### config.mk
export PLATFORM = sky130hd
export DESIGN_NAME = imm_gen_stage
export DESIGN_NICKNAME = d
export VERILOG_FILES = /design/src/rtl/imm_gen_stage_pkg.sv /design/src/rtl/imm_gen_stage_decode.sv /design/src/rtl/imm_gen_stage.sv
export SDC_FILE = /design/constraint.sdc
export NUM_CORES = 1
export LEC_CHECK = 0
export BUFFER_PORTS_ARGS = -buffer_cell sky130_fd_sc_hd__buf_2
export CAP_MARGIN = 20
export CORE_MARGIN = 2
export CORE_UTILIZATION = 55
export CTS_BUF_LIST = sky130_fd_sc_hd__clkbuf_4
export DETAILED_ROUTE_END_ITERATION = 8
export PLACE_DENSITY = 0.84
export SLEW_MARGIN = 10
export SYNTH_ARGS = -nofsm -noshare
export SYNTH_HDL_FRONTEND = slang
export SYNTH_SLANG_ARGS = --single-unit
### constraint.sdc
create_clock -name clk -period 3 [get_ports clk]
set_input_delay 0.9 -clock clk [delete_from_list [all_inputs] [get_ports clk]]
set_output_delay 0.9 -clock clk [all_outputs]
set_load 0.02 [all_outputs]
### src/rtl/imm_gen_stage_pkg.sv
// Shared constants for the immediate generator stage.
// Holds ext-op codes, legal XLEN values and a width helper.
package imm_gen_stage_pkg;

  localparam int EXT_OP_W = 4;

  localparam logic [EXT_OP_W-1:0] EXT_OP_I  = 4'd0;
  localparam logic [EXT_OP_W-1:0] EXT_OP_U  = 4'd1;
  localparam logic [EXT_OP_W-1:0] EXT_OP_S  = 4'd2;
  localparam logic [EXT_OP_W-1:0] EXT_OP_B  = 4'd3;
  localparam logic [EXT_OP_W-1:0] EXT_OP_J  = 4'd4;
  localparam logic [EXT_OP_W-1:0] EXT_OP_CI = 4'd5;
  localparam logic [EXT_OP_W-1:0] EXT_OP_CB = 4'd6;
  localparam logic [EXT_OP_W-1:0] EXT_OP_CJ = 4'd7;

  localparam int XLEN_32 = 32;
  localparam int XLEN_64 = 64;

  function automatic bit xlenLegal(int xlen);
    return (xlen == XLEN_32) || (xlen == XLEN_64);
  endfunction

endpackage

### src/rtl/imm_gen_stage_decode.sv
// Combinational immediate decode: inst, extop -> imm, illegal.
// Ports: inst[31:0], extop[3:0] in; imm[XLEN-1:0], illegal out.
module imm_decode
  import imm_gen_stage_pkg::*;
#(
  parameter int XLEN   = 32,
  parameter bit RVC_EN = 1'b1
) (
  input  logic [31:0]         inst,
  input  logic [EXT_OP_W-1:0] extop,
  output logic [XLEN-1:0]     imm,
  output logic                illegal
);

  logic [31:0] imm32;
  logic        isI, isU, isS, isB, isJ;
  logic        isCi, isCb, isCj;
  logic [1:0]  unusedBits;

  // Opcode bits [1:0] never carry immediate data.
  assign unusedBits = inst[1:0];

  assign isI  = (extop == EXT_OP_I);
  assign isU  = (extop == EXT_OP_U);
  assign isS  = (extop == EXT_OP_S);
  assign isB  = (extop == EXT_OP_B);
  assign isJ  = (extop == EXT_OP_J);
  assign isCi = RVC_EN && (extop == EXT_OP_CI);
  assign isCb = RVC_EN && (extop == EXT_OP_CB);
  assign isCj = RVC_EN && (extop == EXT_OP_CJ);

  always_comb begin
    imm32   = '0;
    illegal = 1'b0;
    unique case (1'b1)
      isI: imm32 = {{20{inst[31]}}, inst[31:20]};
      isU: imm32 = {inst[31:12], 12'b0};
      isS: imm32 = {{20{inst[31]}}, inst[31:25],
                    inst[11:7]};
      isB: imm32 = {{19{inst[31]}}, inst[31], inst[7],
                    inst[30:25], inst[11:8], 1'b0};
      isJ: imm32 = {{11{inst[31]}}, inst[31],
                    inst[19:12], inst[20],
                    inst[30:21], 1'b0};
      isCi: imm32 = {{26{inst[12]}}, inst[12],
                     inst[6:2]};
      isCb: imm32 = {{23{inst[12]}}, inst[12],
                     inst[6:5], inst[2], inst[11:10],
                     inst[4:3], 1'b0};
      isCj: imm32 = {{20{inst[12]}}, inst[12], inst[8],
                     inst[10:9], inst[6], inst[7],
                     inst[2], inst[11], inst[5:3],
                     1'b0};
      default: illegal = 1'b1;
    endcase
  end

  // All formats are at most 32 bits wide; widen by sign.
  assign imm = XLEN'(signed'(imm32));

endmodule

### src/rtl/imm_gen_stage.sv
// Pipelined immediate generator with a 2-entry skid buffer.
// Ports: clk, rst, flush; in_* request; out_* result handshake.
module imm_gen_stage
  import imm_gen_stage_pkg::*;
#(
  parameter int XLEN   = 32,
  parameter bit RVC_EN = 1'b1,
  parameter int TAG_W  = 32
) (
  input  logic                clk,
  input  logic                rst,
  input  logic                flush,
  input  logic                in_valid,
  output logic                in_ready,
  input  logic [31:0]         in_inst,
  input  logic [EXT_OP_W-1:0] in_extop,
  input  logic [TAG_W-1:0]    in_tag,
  output logic                out_valid,
  input  logic                out_ready,
  output logic [XLEN-1:0]     out_imm,
  output logic                out_illegal,
  output logic [TAG_W-1:0]    out_tag
);

  typedef struct packed {
    logic [XLEN-1:0]  imm;
    logic             illegal;
    logic [TAG_W-1:0] tag;
  } rec_t;

  logic [XLEN-1:0] decImm;
  logic            decIllegal;
  rec_t            inRec;
  rec_t            mRec, mRecNxt;
  rec_t            kRec, kRecNxt;
  logic            mValid, mValidNxt;
  logic            kValid, kValidNxt;
  logic            accept, consume;

  imm_decode #(
    .XLEN   (XLEN),
    .RVC_EN (RVC_EN)
  ) uDecode (
    .inst    (in_inst),
    .extop   (in_extop),
    .imm     (decImm),
    .illegal (decIllegal)
  );

  assign inRec.imm     = decImm;
  assign inRec.illegal = decIllegal;
  assign inRec.tag     = in_tag;

  // Ready depends only on the skid flop, never on out_ready.
  assign in_ready = ~kValid;
  assign accept   = in_valid & in_ready;
  assign consume  = mValid & out_ready;

  always_comb begin
    mValidNxt = mValid;
    kValidNxt = kValid;
    mRecNxt   = mRec;
    kRecNxt   = kRec;
    if (flush) begin
      mValidNxt = 1'b0;
      kValidNxt = 1'b0;
    end else if (consume) begin
      if (kValid) begin
        mRecNxt   = kRec;
        kValidNxt = 1'b0;
      end else if (accept) begin
        mRecNxt = inRec;
      end else begin
        mValidNxt = 1'b0;
      end
    end else if (accept) begin
      if (mValid) begin
        kRecNxt   = inRec;
        kValidNxt = 1'b1;
      end else begin
        mRecNxt   = inRec;
        mValidNxt = 1'b1;
      end
    end
  end

  always_ff @(posedge clk) begin
    if (rst) begin
      mValid <= 1'b0;
      kValid <= 1'b0;
      mRec   <= '0;
      kRec   <= '0;
    end else begin
      mValid <= mValidNxt;
      kValid <= kValidNxt;
      mRec   <= mRecNxt;
      kRec   <= kRecNxt;
    end
  end

  assign out_valid   = mValid;
  assign out_imm     = mRec.imm;
  assign out_illegal = mRec.illegal;
  assign out_tag     = mRec.tag;

endmodule

==> impl_summary.md, run 1 <==
Run status
The run finished with clean final reports.

Global route
The number of antenna violations at the first check in global routing came to 0. The global-route wire length before repair is 24.73 mm. Entering global routing, the biggest net connects 66 pins.

Global routing used 27.01% of the available tracks across all layers. The number of global-route vias before repair is 5,275. The total congestion overflow after global routing is 0.

Final layout
The total of fill cells in the finished design is 832. The area added between synthesis and finish is 18.46%. For this run, the share of the core covered by cells in the final layout is 66.54%. For this run, the post-layout net count is 882. Leaving out filler cells and counting taps, the final layout contains 958. The finished cells cover 6808 um2. The antenna cell count is 0. Cells with a size suffix above 1 make up 23.97% of the layout.

Synth
After synthesis, the netlist uses 45 different library cells. The per-instance average area after synthesis is 8.210 um2. Counting flops and latches in the post-synthesis netlist gives 132. The gate count of the mapped netlist is 700.

The sequential share of the synthesized area is 45.98%. For this run, the number of Yosys warnings is 0. Counting every net in the synthesized netlist gives 773. The post-synthesis async set-or-reset flop share is 0%. The most used flip-flop cell after synthesis is sky130_fd_sc_hd__dfxtp_1. The count of flip-flops with a built-in enable after synthesis is 0. Summing every instance area after synthesis gives 5747 um2.

Timing
The final hold violation count is 0. For the pin with the worst max-slew slack, the measured transition is 0.7965 ns. Setup slack on the critical path of the routed design comes to 0.7786 ns.

Setup repair after global routing left no endpoint under its margin. Derived from the worst setup path, the maximum achievable clock frequency is 450.2 MHz. Final hold analysis gives a worst-case slack of 0.4644 ns. On the final layout, the worst clock skew is 0.01517 ns. The headroom to the max-slew limit is 46.84%. Setup violations remaining at the end of the flow were counted as 0. The routed design could run at a clock period as short as 2.221 ns. The max-slew violation total from the final report was 0. The total negative slack is 0 ns.

The share of the cycle needed by the critical path after routing is 74.05%.

Route
The final antenna-violating net count is 0. The total DRC errors in the routed layout is 0. The first detailed-routing pass took 5 iterations. The routed wirelength normalized by instance count is 15.87 um. Dividing the detail-routed via count by the number of cells gives 5.887.

The total routed wirelength is 15.21 mm. The total number of vias is 5,640. The first-iteration detailed-routing DRC count is 429.

Worst setup path
The register-to-register path setup slack is 0.98 ns. STA puts the critical path data arrival time at 1.32 ns. The startpoint of the worst-slack reg-to-reg timing path is kValid$_SDFFE_PP0P_. The worst setup path is captured at an output port. The number of cells traversed by the worst register-to-register path is 5. The critical path goes through inv_1, buf_2.

The type of the worst setup path is register to output port. On the worst path, the slowest cell contributes a delay of 0.49 ns. Along the worst path, the maximum fanout reaches 7. The worst setup path is launched from a register.

At the worst endpoint, the required time is 2.10 ns. The end of the worst register-to-register path is out_imm[5]$_SDFFE_PP0P_. The critical-path cell with the highest stage delay is sky130_fd_sc_hd__dfxtp_1.

Floorplanning
140 I/O pins were placed. The die covers 11,280 um2. The die is 106.2 um tall. The placeable core region is 10,230 um2. The initial standard-cell utilization of the core is 56.17%. The floorplan step set the die width to 106.2 um. The initialized floorplan defines 37 standard-cell rows.

Clocking
The insertion delay to the later sink of the worst-skew pair is 0.53 ns. For this design, the sink count on the clock tree is 132. The clock tree from TritonCTS is done.

Clock-pin slew was measured on the worst setup and hold paths at 0.12 ns. The number of setup buffers added after CTS is 0. Hold repair after CTS inserted 0 buffers. The tree is rooted in a sky130_fd_sc_hd__clkbuf_4. The maximum level of the CTS H-tree is 4. The longest clock path from root to sink contains 2 buffers. In this run, CTS created clock tree buffers numbering 17. The number of instances resized during post-cts repair is 0.

Place
The number of port buffers is 137. The placer's final routability congestion estimate is 0.8334. The number of instances in the placed design is 926.

At the placement stage, the worst setup path has a slack of 0.4793 ns. Detailed placement ended at an HPWL of 10.15 mm. The placed instances occupy a cell area of 6509 um2.

Worst hold path
The worst hold path begins at kRec[31]$_SDFFE_PP0P_. Along the worst hold path, the cell count comes to 2. The path with the worst hold slack has its endpoint at kRec[31]$_SDFFE_PP0P_. The path class of the tightest hold or removal check is register to register.

Job
Across the run, the number of max-cap violations was 0.

Pwr
In this run, the clock network consumes 35.0% of the power. The sequential share of power is 51.8%. For this design the static power due to leakage is 2.683 nW. The analysis attributes to net switching a power of 1.062 mW. Total power for the finished layout comes to 3.567 mW. The peak ir drop on the vdd network is 0.2730 mV. Internal power comes to 2.505 mW. The fraction of power spent switching nets is 29.76%.

Per report_power, the combinational group accounts for 13.2% of the total. In this run the power density over the cells is 523.9 nW/um2.
## power by group through the flow
stage	combinational, mW	sequential (mW)	clock, mW
final	0.472	1.85	1.25
after global routing	0.515	1.85	1.37
after CTS	0.468	1.85	1.27
after detailed placement	0.466	1.88	0
after global placement	0.448	1.88	0
after floorplan	0.231	1.95	0
## layout by cell type (no fill, tap or decap), types with 6 or more instances in the layout
master	instances
sky130_fd_sc_hd__o221ai_1	6
sky130_fd_sc_hd__clkbuf_4	17
sky130_fd_sc_hd__nor3_1	8
sky130_fd_sc_hd__nand2_1	163
sky130_fd_sc_hd__nand3_1	28
sky130_fd_sc_hd__nor2_1	74
sky130_fd_sc_hd__dfxtp_1	132
sky130_fd_sc_hd__a311oi_1	54
sky130_fd_sc_hd__nand2b_1	28
sky130_fd_sc_hd__a32o_1	18
sky130_fd_sc_hd__a211oi_1	9
sky130_fd_sc_hd__buf_2	136
sky130_fd_sc_hd__nand4b_1	6
sky130_fd_sc_hd__buf_4	17
sky130_fd_sc_hd__a21oi_1	46
## Yosys cell counts, types with 3 or more instances
| master | count | area, um2 |
|---|---|---|
| sky130_fd_sc_hd__o211ai_1 | 4 | 30.03 |
| sky130_fd_sc_hd__a21oi_1 | 46 | 230.2 |
| sky130_fd_sc_hd__a211oi_1 | 9 | 67.56 |
| sky130_fd_sc_hd__o311a_1 | 4 | 40.04 |
| sky130_fd_sc_hd__a32o_1 | 18 | 180.2 |
| sky130_fd_sc_hd__nor3_1 | 8 | 40.04 |
| sky130_fd_sc_hd__o221ai_1 | 6 | 52.55 |
| sky130_fd_sc_hd__dfxtp_1 | 132 | 2643 |
| sky130_fd_sc_hd__nand3b_1 | 4 | 30.03 |
| sky130_fd_sc_hd__buf_4 | 3 | 22.52 |
| sky130_fd_sc_hd__nand3_1 | 29 | 145.1 |
| sky130_fd_sc_hd__nand2b_1 | 28 | 175.2 |
| sky130_fd_sc_hd__inv_1 | 3 | 11.26 |
| sky130_fd_sc_hd__mux2_2 | 3 | 33.78 |
| sky130_fd_sc_hd__nor2_1 | 74 | 277.8 |
| sky130_fd_sc_hd__nor2b_1 | 4 | 25.02 |
| sky130_fd_sc_hd__buf_2 | 25 | 125.1 |
| sky130_fd_sc_hd__nand2_1 | 163 | 611.8 |
| sky130_fd_sc_hd__mux2i_1 | 5 | 50.05 |
| sky130_fd_sc_hd__clkbuf_1 | 38 | 142.6 |
| sky130_fd_sc_hd__a221oi_1 | 4 | 35.03 |
| sky130_fd_sc_hd__a311oi_1 | 54 | 473.0 |
| sky130_fd_sc_hd__nand4b_1 | 6 | 52.55 |
## registers in the layout, indices dropped and copies added (netlist names)
| name | flops |
|---|---|
| kRec | 65 |
| out_imm | 32 |
| out_valid | 1 |
| out_illegal | 1 |
| kValid | 1 |
| out_tag | 32 |
## how the worst max path moves through the flow
stage	start	endpoint	slack [ns]
4_1_cts	kValid$_SDFFE_PP0P_	in_ready	0.76
3_5_place_dp	in_extop[3]	out_imm[22]$_SDFFE_PP0P_	0.48
5_1_grt	kValid$_SDFFE_PP0P_	in_ready	0.66
3_3_place_gp	out_ready	out_imm[26]$_SDFFE_PP0P_	0.53
2_1_floorplan	in_extop[2]	out_imm[22]$_SDFFE_PP0P_	0.75
6_report	kValid$_SDFFE_PP0P_	in_ready	0.78
## critical path: cells and delay by family, from the launching register on
family                 cells  cell delay [ns]
buffers and inverters      2             0.31
DFF                        1             0.49
## kinds of logic (layout without fill, tap and decap cells)
logic type,after synthesis,in the layout,synth area share (%)
flip-flops,132,132,45.98
AND/OR/NAND/NOR,329,329,25.36
XOR/XNOR,3,3,0.4573
buffers and inverters,69,191,5.247
multiplexers,8,8,1.459
AO/OA/AOI/OAI,159,159,21.49
## cell type report
type	instances	area [um2]	share of cell area, %
Clock inverter	15	171.4	2.518
Timing Repair Buffer	156	859.6	12.63
Inverter	3	11.26	0.1654
Clock buffer	17	127.6	1.875
Tap cell	136	170.2	2.500
Multi-Input combinational cell	499	2825	41.50
Sequential cell	132	2643	38.82
## routing by layer
metal / vias up / routed length [um] / global-route usage, %
met1: 2653 / 6285 / 33.73
met4: 0 / 396 / 11.84
met3: 41 / 1119 / 7.357
li1: 2714 / - / -
met5: - / 0 / 0
met2: 232 / 7407 / 43.73
Note: power is estimated with default switching activity, not from simulation.
==> run 2, diff against run 1 <==
CORE_UTILIZATION = 50   (was 55)
PLACE_DENSITY = 0.8   (was 0.84)
clock period = 1.9 ns   (was 3 ns; I/O delays follow)
==> run 2 against run 1 <==
Net effect: core utilization down 3.0 points; sequential cell count unchanged; cell area up 5.7%; count of clock-buffer cells in the layout unchanged; first-iteration DRC count up 17%; via count up 1.9%; largest power group unchanged.
==> impl_summary.md, run 2 (synthesis gave the netlist of run 1 again) <==
Pwr
The portion of total power attributed to combinational logic is 14.8% (+1.6 points). The share of power burned in the clock network is 32.7% (-2.3 points). The peak ir drop on the vdd network came to 0.4979 mV (+82%). The net switching power was 1.675 mW (+58%). The static leakage power was 2.880 nW (+7.3%). The sequential share of power was 52.5% (+0.7 points).

The post-route total power is 5.557 mW (+56%). The total power density per cell area is 772.3 nW/um2 (+47%). The internal portion of total power is 3.881 mW (+55%). The fraction of power spent switching nets is 30.15% (+0.39 points).

Clocking
The number of buffers between clock root and the deepest sink is 2 (unchanged). The clock sink total is 132 (unchanged). The post-cts hold buffer count is 0 (unchanged).

The clock input transition at the sequential cells of the worst setup and hold paths came to 0.13 ns (about the same). The maximum level of the CTS H-tree is 4 (unchanged). The root cell of the clock tree is sky130_fd_sc_hd__clkbuf_4. The number of setup buffers added after CTS is 0 (unchanged). The insertion delay to the later sink of the worst-skew pair is 0.54 ns (about the same). The number of CTS-inserted buffers is 17 (unchanged). TritonCTS built the clock tree.

Final layout
Leaving out fill and tap cells, the most frequent cell in the layout is sky130_fd_sc_hd__nand2_1. The total of fill cells in the finished design is 993 (+19%). The net count reported at finish is 918 (+4.1%). The multi-input logic area was 2825 um2 (unchanged). The antenna cell count is 0 (unchanged).

The flip-flop and latch area came to 2645 um2 (about the same). The number of flip-flops under the largest register name is 65 (unchanged). The area added between synthesis and finish is 25.19%.

More flip-flops sit in one register than any other, and that register is kRec. The fraction of final layout cells with drive strength greater than 1 is 27.51% (+3.5 points). In the layout the commonest cells are sky130_fd_sc_hd__nand2_1, sky130_fd_sc_hd__buf_2, sky130_fd_sc_hd__dfxtp_1.

Floorplanning
The y dimension of the die is 111.2 um (+4.7%). The initial standard-cell utilization of the core was 50.76% (-5.4 points). The die width was 111.2 um (+4.7%). The floorplan row count is 39 (+5.4%).

The number of ports placed on the die boundary is 140 (unchanged). The placeable core region is 11,320 um2 (+11%). The area of the die is 12,370 um2 (+9.6%).

Route
The total routed wirelength was 15.49 mm (+1.8%). The total number of vias came to 5,745 (+1.9%). The highest metal layer used by the detailed router is met4. The total DRC errors in the routed layout was 0 (unchanged). The met2 wire length is 7.657 mm (+3.4%). The detailed-route wire length on metal 1 is 6.460 mm (+2.8%). The detailed route wirelength on metal3 was 1.105 mm (-1.3%). The first-iteration detailed-routing DRC count is 504 (+17%). The routed wirelength normalized by instance count is 15.47 um (-2.5%).

The final antenna-violating net count came to 0 (unchanged). The via-per-instance ratio came to 5.739 (-2.5%). The number of search-and-repair iterations in the first detailed-routing pass came to 6 (+1).

Timing
Setup repair after global routing left no endpoint under its margin. The max-slew violation total from the final report is 0 (unchanged). The share of the cycle needed by the critical path after routing is 93.58%. The final hold violation count is 0 (unchanged).

The headroom to the max-slew limit is 69.18% (+22 points). The largest clock skew in the final design is 0.01634 ns (+0.001173 ns). The worst hold slack is 0.2480 ns (-0.2165 ns). The minimum clock period after layout is 1.778 ns. The final setup violation count is 0 (unchanged). The achievable clock frequency is 562.4 MHz.

The transition time at the pin with the least slew margin is 0.4608 ns (-0.3357 ns).

Place
The HPWL after detailed placement is 11.04 mm (+8.8%). The placer's final routability congestion estimate is 0.8889 (+6.7%). The number of port buffers was 137 (unchanged).

Worst setup path
The signal on the critical path passes through buf_6, inv_4, buf_6. STA classifies the critical path endpoint as an output port. The required time of the worst setup path is 1.33 ns (-0.77 ns). The data arrival at the endpoint of the critical path is 1.21 ns (-0.11 ns). The longest individual stage delay on the worst path was 0.37 ns (-0.12 ns).

The type of the worst setup path is register to output port. The critical-path cell with the highest stage delay is sky130_fd_sc_hd__dfxtp_2. The worst setup path is launched from a register. The cell seen most often among critical-path stages is sky130_fd_sc_hd__buf_6. The maximum net fanout on the critical path is 5 (-2). The cell family contributing the most delay on the critical path is flip-flops. The register-to-register path setup slack is 0.15 ns (-0.83 ns). The number of buffer and inverter instances along the worst setup path came to 3 (+1).

Global route
The total congestion overflow after global routing is 0 (unchanged). The global-route wire length before repair is 25.96 mm (+5.0%). The largest net degree at the start of global routing is 53 (-20%). The number of global-route vias before repair is 5,548 (+5.2%). The all-layer global routing usage is 25.58% (-1.4 points). The number of antenna violations at the first check in global routing was 1 (+1).

Run status
The run finished with clean final reports.

Job
The number of max-cap violations is 0 (unchanged).

Worst hold path
The kind of path behind the tightest hold check is input port to register.
==> run 2: cell types whose count changed in the layout (fill, tap and decap cells not counted), sizes merged <==
cell / delta
buf: +36
clkinvlp: +2
bufinv: -1
clkinv: -1
==> run 2: worst paths after layout <==
path / end / startpoint / depth (start not counted)
worst min register to register: kRec[37]$_SDFFE_PP0P_ / kRec[37]$_SDFFE_PP0P_ / 2
worst max register to register: out_tag[11]$_SDFFE_PP0P_ / out_valid$_SDFFE_PP0P_ / 6
worst min-delay path: kRec[15]$_SDFFE_PP0P_ / in_tag[15] / 3
worst max-delay path: in_ready / kValid$_SDFFE_PP0P_ / 3
==> run 2: timing repair <==
action / 4_1_cts / 5_1_grt
resized for setup: 2 / 6
setup endpoints to repair: 1 / 5
hold endpoints to repair: 0 / 0
==> run 2: metrics by stage <==
stage                     cell area (um2)  util [%]  setup TNS, ns  cells  worst slack, ns
final                                7194     63.55              0   1001           0.1220
after global placement               6897     60.92         -1.599    969         -0.09956
after CTS                            7174     63.37              0   1001        0.0006748
after global routing                 7194     63.55              0   1001          0.02119
after floorplan                      5749         -              0    700          0.01240
after detailed placement             6897     60.92         -5.539    969          -0.1969
==> run 2: metal layers <==
layer,up-vias,track usage [%]
met5,-,0
li1,2802,-
met3,27,7.654
met2,205,42.93
met1,2711,30.96
met4,0,9.630
==> run 2: tightest hold or removal path, cell delays in order <==
cell	delay [ns]
sky130_fd_sc_hd__buf_2	0.10
sky130_fd_sc_hd__nand2_1	0.05
sky130_fd_sc_hd__a21oi_1	0.05
==> run 2: power by group through the flow <==
stage                     Clock [mW]  Sequential [mW]  Combinational (mW)
after CTS                       1.87             2.92               0.819
final                           1.82             2.91               0.824
after global placement             0             2.97               0.793
after detailed placement           0             2.98               0.816
after global routing            1.99             2.93               0.899
after floorplan                    0             3.07               0.366
==> run 2: area by class of cell <==
type / instances / area share [%]
Multi-Input combinational cell: 499 / 39.27
Sequential cell: 132 / 36.77
Timing Repair Buffer: 192 / 17.46
Tap cell: 143 / 2.487
Clock inverter: 15 / 2.052
Clock buffer: 17 / 1.774
Inverter: 3 / 0.1913
==> run 3, diff against run 2 <==
CORE_UTILIZATION = 55   (was 50)
PLACE_DENSITY = 0.84   (was 0.8)
clock period = 1.7 ns   (was 1.9 ns; I/O delays follow)
==> run 3 against run 2 <==
Net effect: first-iteration DRC count rose by 38%; final cell count rose by 1.6%; worst hold slack got worse by 0.0080 ns; non-clock buffer count rose by 23; count of clock-buffer cells in the layout did not move; critical path depth did not move; sequential cell count did not move; register-to-register slack got worse by 0.13 ns; via count rose by 3.2%.
==> impl_summary.md, run 3 (synthesis gave the netlist of run 1 again) <==
Worst setup path
In this run the critical register-to-register path is launched from kValid$_SDFFE_PP0P_. The register-to-register path setup slack is 0.02 ns (-0.13 ns). The maximum net fanout on the critical path was 4 (-1). The end of the worst register-to-register path is out_imm[26]$_SDFFE_PP0P_.

The signal on the critical path passes through buf_6, inv_4, buf_6. The number of cells traversed by the worst register-to-register path is 6 (unchanged). The type of the worst setup path is register to output port. The required time of the worst setup path is 1.19 ns (-0.14 ns). The critical path capture point type is an output port.

The data arrival at the endpoint of the critical path was 1.17 ns (-0.04 ns). The longest individual stage delay on the worst path was 0.38 ns (about the same). The worst setup path is launched from a register. The cell seen most often among critical-path stages is sky130_fd_sc_hd__buf_6. The critical-path cell with the highest stage delay is sky130_fd_sc_hd__dfxtp_2.

Clocking
The number of CTS-inserted buffers is 17 (unchanged). The number of buffers between clock root and the deepest sink is 2 (unchanged). The root cell of the clock tree is sky130_fd_sc_hd__clkbuf_4. The maximum level of the CTS H-tree was 4 (unchanged). The insertion delay to the later sink of the worst-skew pair is 0.50 ns (-0.04 ns). The clock input transition at the sequential cells of the worst setup and hold paths came to 0.12 ns (about the same).

The clock sink total is 132 (unchanged). TritonCTS built the clock tree.

Global route
The all-layer global routing usage is 28.22% (+2.6 points). The number of antenna violations at the first check in global routing came to 0 (-1). The global-route wire length before repair is 25.78 mm (-0.72%). The number of global-route vias before repair was 5,673 (+2.3%). The total congestion overflow after global routing is 0 (unchanged).

The largest net degree at the start of global routing was 41 (-23%).

Timing
The minimum clock period after layout is 1.675 ns. The max-slew violation total from the final report came to 0 (unchanged). The achievable clock frequency is 597.0 MHz. The largest clock skew in the final design is 0.009156 ns (-0.007182 ns). Setup repair after global routing could not meet its margin everywhere. The final setup violation count is 0 (unchanged). The worst hold slack is 0.2400 ns (-0.007965 ns). The share of the cycle needed by the critical path after routing is 98.53%. The transition time at the pin with the least slew margin is 0.5636 ns (+0.1028 ns).

The headroom to the max-slew limit was 62.30% (-6.9 points). The final hold violation count is 0 (unchanged).

Final layout
The area added between synthesis and finish is 30.83%. The design area is 7518 um2 (+4.5%). The number of flip-flops under the largest register name is 65 (unchanged). The leading cell type in the layout, fill and taps excluded is sky130_fd_sc_hd__nand2_1. The net count reported at finish is 941 (+2.5%). The fraction of final layout cells with drive strength greater than 1 was 29.63% (+2.1 points).

The antenna cell count is 0 (unchanged). In the layout the commonest cells are sky130_fd_sc_hd__nand2_1, sky130_fd_sc_hd__buf_2, sky130_fd_sc_hd__dfxtp_1. The register with the highest flop count is kRec.

Floorplanning
The y dimension of the die is 106.2 um (-4.5%). The placeable core region is 10,230 um2 (-9.6%). The number of ports placed on the die boundary is 140 (unchanged). The floorplan row count came to 37 (-5.1%).

The area of the die came to 11,280 um2 (-8.8%). The initial standard-cell utilization of the core was 56.17% (+5.4 points). The die width is 106.2 um (-4.5%).

Worst hold path
For hold timing, the worst endpoint is kRec[15]$_SDFFE_PP0P_. The kind of path behind the tightest hold check is input port to register. The worst hold path startpoint is in_tag[15]. The depth of the worst hold-timing path is 3 (unchanged).

Job
The number of max-cap violations was 0 (unchanged).

Pwr
The post-route total power is 6.701 mW (+21%). The peak ir drop on the vdd network is 0.5624 mV (+13%). The static leakage power is 3.064 nW (+6.4%). The total power density per cell area was 891.3 nW/um2 (+15%).

Route
The number of search-and-repair iterations in the first detailed-routing pass is 7 (+1). The total number of vias is 5,931 (+3.2%). The final antenna-violating net count is 0 (unchanged). The routed wirelength normalized by instance count is 16.03 um (+3.6%).

The total DRC errors in the routed layout is 0 (unchanged). The total routed wirelength was 16.30 mm (+5.3%). The first-iteration detailed-routing DRC count is 693 (+38%).

The via-per-instance ratio was 5.832 (+1.6%).

Place
The cell area after placement is 7056 um2 (+2.3%). The placer's final routability congestion estimate is 0.9458 (+6.4%). The number of port buffers was 137 (unchanged). The HPWL after detailed placement came to 11.19 mm (+1.4%).

Run status
The flow ran to the end, and the final reports show no timing, DRC or antenna violations.
==> run 3: per-layer routing <==
metal | up-vias | track usage, % | wire length, um
li1 | 2839 | - | -
met1 | 2801 | 33.35 | 6750
met2 | 252 | 47.76 | 7977
met3 | 39 | 8.829 | 1166
met4 | 0 | 11.00 | 409
met5 | - | 0 | 0
==> run 3: through the flow <==
| stage | std cells | setup TNS, ns | utilization (%) | setup WS (ns) |
|---|---|---|---|---|
| after floorplan | 700 | 0 | - | 0.0007531 |
| after global placement | 979 | -9.923 | 68.96 | -0.1638 |
| after detailed placement | 979 | -14.25 | 68.96 | -0.2119 |
| after CTS | 1012 | 0 | 72.51 | 0.002394 |
| after global routing | 1017 | -0.7045 | 73.49 | -0.06359 |
| final | 1017 | 0 | 73.49 | 0.02495 |
==> run 3: worst max-delay path by stage <==
stage                              startpoint                       end  slack, ns  cells past startpoint
final                     kValid$_SDFFE_PP0P_                  in_ready       0.02                      3
after global routing      kValid$_SDFFE_PP0P_                  in_ready      -0.06                      3
after CTS                 kValid$_SDFFE_PP0P_                  in_ready      0.002                      3
after detailed placement          in_extop[2]  out_imm[29]$_SDFFE_PP0P_      -0.21                      6
after global placement            in_extop[2]  out_imm[29]$_SDFFE_PP0P_      -0.16                      6
after floorplan                   in_extop[2]  out_imm[17]$_SDFFE_PP0P_     0.0008                      6
==> run 3: timing repair <==
item	CTS	global route
endpoints found under the setup margin	3	93
resized for setup	7	14
buffers inserted	1	3
hold buffers	0	0
cloned	0	2
pin swaps	0	3
==> run 3: cell type report <==
type	count	area [um2]
Clock buffer	17	127.6
Clock inverter	15	212.7
Fill cell	759	2713
Inverter	3	13.76
Multi-Input combinational cell	499	2860
Sequential cell	132	2645
Tap cell	136	170.2
Timing Repair Buffer	215	1489
==> run 3: power breakdown <==
group,internal (mW),switching [mW],total (mW)
Clock,1.30,1.16,2.46
Sequential,3.20,0.0568,3.26
Combinational,0.421,0.568,0.989
Total,4.92,1.78,6.70
==> run 3: critical path, delay by kind of cell (launching register included) <==
kind     cells  cell delay (ns)
flops        1             0.38
buf+inv      3             0.29
